===== src/rtl/instruction_fetch_unit.sv =====
// instruction_fetch_unit: PC owner; fetches words over req/ready and holds them until ADVANCE.
// Optional perf counters (FETCH_COUNT/STALL_COUNT) enabled by defining IFU_PERF_CNT_EN.
module instruction_fetch_unit #(
  parameter int PC_W = 10,
  parameter int INSTR_W = 18,
  parameter logic [PC_W-1:0] RESET_VECTOR = '0
) (
  input  logic               CPU_CLOCK,
  input  logic               RESET,
  output logic               IMEM_REQ,
  output logic [PC_W-1:0]    IMEM_ADDR,
  input  logic               IMEM_READY,
  input  logic [INSTR_W-1:0] IMEM_DATA,
  output logic [INSTR_W-1:0] INSTRUCTION,
  output logic               INSTR_VALID,
  output logic [PC_W-1:0]    PC,
  input  logic               ADVANCE,
  input  logic               JUMP_SIGNAL,
  input  logic [2:0]         JUMP_COND,
  input  logic [PC_W-1:0]    JUMP_TARGET,
  input  logic               ZF,
  input  logic               CF,
`ifdef IFU_PERF_CNT_EN
  output logic [15:0]        FETCH_COUNT,
  output logic [15:0]        STALL_COUNT,
`endif
  output logic               JUMP_TAKEN
);
  localparam logic [1:0] IDLE = 2'd0, REQ = 2'd1, HOLD = 2'd2;
  localparam logic [PC_W-1:0] ONE = 1;
  logic [1:0] state;
  logic cond_true;
  logic [PC_W-1:0] next_pc;
  assign IMEM_REQ = state == REQ;
  assign IMEM_ADDR = PC;
  always_comb begin
    cond_true = JUMP_COND == 3'b000 ? 1'b1 :
                JUMP_COND == 3'b001 ? ZF :
                JUMP_COND == 3'b010 ? !CF && !ZF :
                JUMP_COND == 3'b011 ? CF :
                JUMP_COND == 3'b100 ? !CF :
                JUMP_COND == 3'b101 ? CF || ZF : 1'b0;
    next_pc = JUMP_SIGNAL && cond_true ? JUMP_TARGET : PC + ONE;
  end
  always_ff @(posedge CPU_CLOCK) begin
    if (RESET) begin
      state <= IDLE;
      PC <= RESET_VECTOR;
      INSTRUCTION <= '0;
      INSTR_VALID <= 1'b0;
      JUMP_TAKEN <= 1'b0;
`ifdef IFU_PERF_CNT_EN
      FETCH_COUNT <= '0;
      STALL_COUNT <= '0;
`endif
    end else begin
      JUMP_TAKEN <= 1'b0;
      if (state == REQ) begin
        if (IMEM_READY) begin
          INSTRUCTION <= IMEM_DATA;
          INSTR_VALID <= 1'b1;
          state <= HOLD;
        end
`ifdef IFU_PERF_CNT_EN
        if (IMEM_READY) FETCH_COUNT <= FETCH_COUNT + 16'd1;
        else STALL_COUNT <= STALL_COUNT + 16'd1;
`endif
      end else if (state == HOLD) begin
        if (ADVANCE) begin
          INSTR_VALID <= 1'b0;
          PC <= next_pc;
          JUMP_TAKEN <= JUMP_SIGNAL && cond_true;
          state <= REQ;
        end
      end else begin
        state <= REQ;
      end
    end
  end
endmodule


===== config.mk =====
export PLATFORM = sky130hd
export DESIGN_NAME = instruction_fetch_unit
export DESIGN_NICKNAME = d
export VERILOG_FILES = /design/src/rtl/instruction_fetch_unit.sv
export SDC_FILE = /design/constraint.sdc
export NUM_CORES = 1
export LEC_CHECK = 0
export ABC_CLOCK_PERIOD_IN_PS = 2550
export CORE_MARGIN = 8
export CORE_UTILIZATION = 42
export CTS_CLUSTER_SIZE = 10
export DETAILED_ROUTE_END_ITERATION = 12
export PLACE_DENSITY = 0.84
export SLEW_MARGIN = 20
export SYNTH_ARGS = -nofsm -noshare
export SYNTH_HDL_FRONTEND = slang
export SYNTH_SLANG_ARGS = --single-unit

===== constraint.sdc =====
create_clock -name CPU_CLOCK -period 2.55 [get_ports CPU_CLOCK]
set_clock_uncertainty 0.2 [all_clocks]
set_input_delay 0.255 -clock CPU_CLOCK [delete_from_list [all_inputs] [get_ports CPU_CLOCK]]
set_output_delay 0.255 -clock CPU_CLOCK [all_outputs]
set_load 0.05 [all_outputs]

==> results of run 1 <==
## state kept, by name, indices dropped and copies added (netlist names)
| name | flops |
|---|---|
| INSTR_VALID | 1 |
| INSTRUCTION | 18 |
| state | 2 |
| JUMP_TAKEN | 1 |
| IMEM_ADDR | 10 |
## layout make-up
| cell class | count | area [um^2] |
|---|---|---|
| fill | 308 | 1250 |
| timing repair buffer | 80 | 796 |
| multi-input combinational | 131 | 751 |
| sequential | 32 | 641 |
| clock buffer | 6 | 72.6 |
| tap | 48 | 60.1 |
| inverter | 7 | 26.3 |
| clock inverter | 1 | 5.00 |
## synthesized netlist by cell type (2+ instances only)
cell	n
nand4_1	3
o21ai_0	3
nor3_1	3
mux2i_1	6
o31ai_1	3
a31oi_1	2
nor2_1	10
dfxtp_1	32
buf_2	2
inv_1	7
nor2b_1	3
nand3_1	3
nand2_1	43
a21oi_1	26
o32ai_1	3
clkbuf_1	6
o21ai_1	2
buf_4	10
## cells by family (layout without fill, tap and decap cells)
| group | count (synthesis) | count (layout) | share of synthesized area [%] |
|---|---|---|---|
| buffers and inverters | 27 | 94 | 9.67 |
| AO/OA/AOI/OAI | 49 | 49 | 20.9 |
| adder cells (fa/ha/maj) | 1 | 1 | 0.812 |
| multiplexers | 7 | 7 | 4.87 |
| AND/OR/NAND/NOR | 74 | 74 | 22.2 |
| flip-flops | 32 | 32 | 41.6 |
## critical path: stages (launching register included)
cell and delay [ps]:
dfxtp_1 360, nor2b_1 240, clkdlybuf4s50_1 850
## routing by layer
layer / global-route usage (%) / wire [um] / vias to the layer above / share of wire, %
li1: - / - / 781 / -
met1: 15.8 / 1780 / 703 / 41
met2: 24.6 / 2100 / 51 / 48
met3: 7.90 / 433 / 2 / 10
met4: 2.88 / 13 / 0 / 0.30
met5: 0 / 0 / - / 0
## stage by stage
| stage | worst slack [ps] | power [W] |
|---|---|---|
| after floorplan | 339 | 0.000683 |
| after global placement | 327 | 0.000789 |
| after detailed placement | 278 | 0.000792 |
| after CTS | 361 | 0.00115 |
| after global routing | 303 | 0.00120 |
| final | 374 | 0.00114 |
## power by group through the flow
stage / clock network [W] / logic (W) / registers (W)
4_1_cts: 0.000369 / 0.000251 / 0.000530
2_1_floorplan: 0 / 0.0000858 / 0.000597
5_1_grt: 0.000397 / 0.000266 / 0.000532
6_report: 0.000356 / 0.000250 / 0.000530
3_3_place_gp: 0 / 0.000249 / 0.000540
3_5_place_dp: 0 / 0.000250 / 0.000541
## worst max path at each step
stage | start | end | slack [ps] | depth (start not counted)
6_report | state[0] | IMEM_REQ | 370 | 2
3_3_place_gp | JUMP_COND[2] | IMEM_ADDR[5] | 330 | 6
2_1_floorplan | state[0] | INSTRUCTION[10] | 340 | 5
4_1_cts | state[0] | IMEM_REQ | 360 | 2
5_1_grt | state[0] | IMEM_REQ | 300 | 2
3_5_place_dp | JUMP_COND[2] | IMEM_ADDR[7] | 280 | 6
==> key figures, run 1 <==
Global route
  – GRT Total Usage: 14.6%
  – Final global-route overflow total: 0
  – Vias in the first global route: 1529
  – Largest net degree at the start of global routing: 32
  – First-pass GRT wire length: about 7200 um
  – Initial antenna violation count: 0

STA
  – Final setup violation count: 0
  – Setup TNS: 0 ps
  – Fin crit share: 85.3%
  – Tmin final: 2180 ps
  – Maximum clock frequency: 460 MHz
  – Fin Hold WS: 251 ps
  – Slew headroom: a little over half
  – RSZ-0062 raised after global routing: no
  – Final Hold Vio Count: 0
  – Worst Tran Pin Value: 693 ps
  – Final Max Tran Viols: 0

Clock network
  – Root buf cell: clkbuf_8
  – Cts bufs inserted: 5
  – Post-CTS Setup Bufs: 0
  – Maximum buffer depth of the clock tree: 2
  – H-Tree Level Count: 2
  – CTS clk-pin slew, worst paths: approximately 60 ps
  – Hold_buf cts: 0
  – CTS tree: yes
  – CTS Sinks: 32
  – Clk_lat worst skew: roughly 280 ps
  – Post-CTS sizing: 0

Synthesis
  – Post-Syn Area per Cell: 8.11 um^2
  – FFs w/ async S/R, synth: 0%
  – Synth area leaders: dfxtp_1 42%, nand2_1 10%, a21oi_1 8.4%
  – Post-synthesis cell count: between 150 and 200
  – Area share of the largest cell type after synthesis: 41.6%
  – Mapped Nets: 229
  – EDFF count, synth: 0
  – Sequential share of the synthesized area: 41.6%
  – Top FF cell, synth: dfxtp_1
  – Unique masters post-synth: just over 40
  – #FFs+latches synth: 32
  – Leading area contributor after synthesis: dfxtp_1
  – Yosys Warn Count: 0
  – Synthesized area: 1540 um^2

Placement
  – GP Congestion: between 0.8 and 0.9
  – Hpwl dp: 3250 um
  – Dpl cell area: 2270 um^2
  – Cell count after placement: 298
  – Port bufs: 78

Drt
  – Post-route DRC: 0
  – DR vias: 1537
  – TritonRoute pass-1 iters: 4
  – Iteration-0 DRC Markers: 114
  – Vias per inst: 5.04
  – WL per Instance: 14.2 um
  – ANT nets after route: 0
  – Routed WL: 4330 um

Critical path
  – CP Launch Type: flop
  – Crit path kind: flop to output port
  – CP arrival: ~1700 ps
  – RR Startpoint: IMEM_ADDR[0]
  – R2R Path End: IMEM_ADDR[8]
  – Critical Path End Type: output port
  – R2R Setup Slk: 700 ps
  – Critical Path RT: 2100 ps
  – Critical path peak fanout: 5
  – Reg2reg path depth: 6

Die
  – Initial Utilization: 42.7%
  – Die area: 5860 um^2
  – # rows: 22
  – Die height: 76.6 um
  – Core footprint: 3610 um^2
  – Chip Width: 76.6 um
  – I/O Pins: 79

Hold path
  – HP Start: INSTRUCTION[3]
  – Hold Path Depth: 2
  – Worst hold path type: flop to flop
  – Hold path endpoint: INSTRUCTION[3]

Run
  – Max-Cap Viols: 0

Pwr
  – Combinational power share: 22.0%
  – Internal power: 0.000813 W
  – Clock share of power: 31.4%
  – Pwr per Cell Area: between 400 and 500 nW/um^2
  – Switch share: 28.4%
  – Sw power: 0.000323 W
  – VDD IR max: roughly 0.00042 V
  – Pleak: 0.848 nW
  – Sequential power share: 46.7%

Layout
  – Commonest non-fill, non-tap cell in the layout: clkdlybuf4s50_1
  – ANT cells: 0
  – Final net count: 296
  – Most frequent cells in the layout: 78 x clkdlybuf4s50_1, 43 x nand2_1, 32 x dfxtp_1, 26 x a21oi_1, 10 x nor2_1
  – Synthesis-to-finish area growth: 52.6%
  – Cell Count, Final, Fillers Out: 305
  – Share of post-route cells with drive strength above 1: 6.23%
  – Design Area, Final: 2350 um^2
  – Final core occ: 65.2%

Run status
  – Status: completed
Note: power is estimated with default switching activity, not from simulation.
==> run 2: changes to the inputs <==
CORE_MARGIN = default   (was 8)
MAX_ROUTING_LAYER = met4   (was default)
RECOVER_POWER = 25   (was default)
==> key figures, run 2 (synthesized netlist as in run 1, its figures left out) <==
Pwr
  – Pleak: 0.830 nW
  – Pwr per Cell Area: 471 nW/um^2
  – VDD IR max: 0.000310 V
  – Total Power: 0.00109 W

Die
  – Chip Width: ~63 um
  – Initial Utilization: about 45%
  – Die height: 62.6 um
  – # rows: 21
  – Die area: 3910 um^2
  – I/O Pins: 79
  – Core footprint: roughly 3400 um^2

Clock network
  – Hold_buf cts: 0
  – Post-CTS sizing: 0
  – H-Tree Level Count: 2
  – Root buf cell: clkbuf_4
  – CTS tree: yes
  – Clk_lat worst skew: 340 ps
  – Post-CTS Setup Bufs: 0
  – CTS clk-pin slew, worst paths: 100 ps
  – CTS Sinks: 32
  – Maximum buffer depth of the clock tree: 2
  – Cts bufs inserted: 5

STA
  – RSZ-0062 raised after global routing: no
  – Maximum clock frequency: between 400 and 500 MHz
  – Setup TNS: 0 ps
  – Final Hold Vio Count: 0
  – Fin crit share: 89.1%
  – Tmin final: 2270 ps
  – Worst Tran Pin Value: 955 ps
  – Final Max Tran Viols: 0
  – Final setup violation count: 0
  – Setup ws final: 279 ps
  – Slew headroom: a little over a third

Placement
  – Dpl cell area: about 2300 um^2
  – Post-place setup slack: 272 ps
  – GP Congestion: between 0.8 and 0.9
  – Hpwl dp: 2810 um
  – Cell count after placement: 296
  – Port bufs: 78

Critical path
  – Critical Path RT: 2600 ps
  – CP Launch Type: primary input
  – Crit path kind: primary input to flop
  – Critical path peak fanout: 15
  – Worst Path Buf+Inv: 1
  – Delay-heaviest family, CP: compound AO/OA/AOI/OAI gates
  – R2R Path End: INSTRUCTION[8]
  – CP arrival: 2320 ps
  – Reg2reg path depth: 4
  – Critical Path End: IMEM_ADDR[7]
  – R2R Setup Slk: 600 ps
  – Crit path largest cell delay: 610 ps
  – RR Startpoint: state[0]
  – Critical Path End Type: flop
  – CP Launch Point: JUMP_COND[2]
  – CP Depth: 6
  – CP Cell Sequence: clkdlybuf4s50_1 > a211oi_1 > a211oi_4 > nor2_2 > mux2i_1 > a221oi_1
  – Slowest-stage cell, CP: nor2_2

Drt
  – TritonRoute pass-1 iters: 4
  – Iteration-0 DRC Markers: 122
  – WL per Instance: 12.9 um
  – Vias per inst: 5.03
  – Post-route DRC: 0
  – DR vias: 1530
  – Routed WL: slightly below 4000 um
  – ANT nets after route: 0

Layout
  – Cell Count, Final, Fillers Out: 304
  – Most frequent cells in the layout: 78 x clkdlybuf4s50_1, 43 x nand2_1, 32 x dfxtp_1, 26 x a21oi_1, 10 x nor2_1
  – Design Area, Final: 2310 um^2
  – Largest reg by FF count: INSTRUCTION
  – Max reg flops: 18
  – ANT cells: 0
  – Synthesis-to-finish area growth: 50.2%
  – Commonest non-fill, non-tap cell in the layout: clkdlybuf4s50_1
  – Share of post-route cells with drive strength above 1: 6.20%
  – Final net count: 296

Hold path
  – Worst hold path type: primary input to flop

Global route
  – Vias in the first global route: ~1500
  – Final global-route overflow total: 0
  – First-pass GRT wire length: 6600 um
  – Initial antenna violation count: 0
  – GRT Total Usage: 22.0%
  – Largest net degree at the start of global routing: 32

Run status
  – Status: completed

Run
  – Max-Cap Viols: 0
==> run 2: how the worst min path moves through the flow <==
stage	depth (start not counted)	slack, ps	to	start
2_1_floorplan	2	190	INSTRUCTION[0]	IMEM_DATA[0]
3_3_place_gp	2	240	INSTRUCTION[7]	INSTRUCTION[7]
3_5_place_dp	2	250	INSTRUCTION[0]	INSTRUCTION[0]
4_1_cts	3	240	INSTRUCTION[0]	IMEM_DATA[0]
5_1_grt	3	250	INSTRUCTION[0]	IMEM_DATA[0]
6_report	3	250	INSTRUCTION[12]	IMEM_DATA[12]
==> run 2: stage by stage <==
step                      hold WS [ps]  utilization, %
after CTS                          238            68.3
final                              250            67.7
after detailed placement           245            66.5
after global routing               250            67.7
after global placement             240            66.5
after floorplan                    191               -
==> run 2: metal layers <==
| metal | share of wire (%) | global-route usage, % | vias to the layer above |
|---|---|---|---|
| li1 | - | - | 773 |
| met1 | 43 | 24.4 | 696 |
| met2 | 49 | 37.0 | 52 |
| met4 | 1.9 | 9.01 | 0 |
| met3 | 6.0 | 6.20 | 9 |
| met5 | 0 | - | - |
==> run 2: power breakdown <==
group	leakage, nW	total, W	switching, W	internal (W)
logic	0.539	0.000244	0.000136	0.000108
registers	0.260	0.000530	0.0000115	0.000518
clock network	0.0315	0.000317	0.000182	0.000135
total	0.830	0.00109	0.000329	0.000761
==> run 2: layout make-up <==
cell class / instances / area (um^2)
fill: 304 / 1100
timing repair buffer: 80 / 796
multi-input combinational: 131 / 731
sequential: 32 / 641
tap: 46 / 57.6
clock buffer: 7 / 55.1
inverter: 7 / 26.3
clock inverter: 1 / 7.51
==> run 2: worst reg2reg max path: stages, from the launching register on <==
cell and delay (ps):
dfxtp_1 390, nor2b_1 230, and2_0 790, nand2_1 140
a21oi_1 150
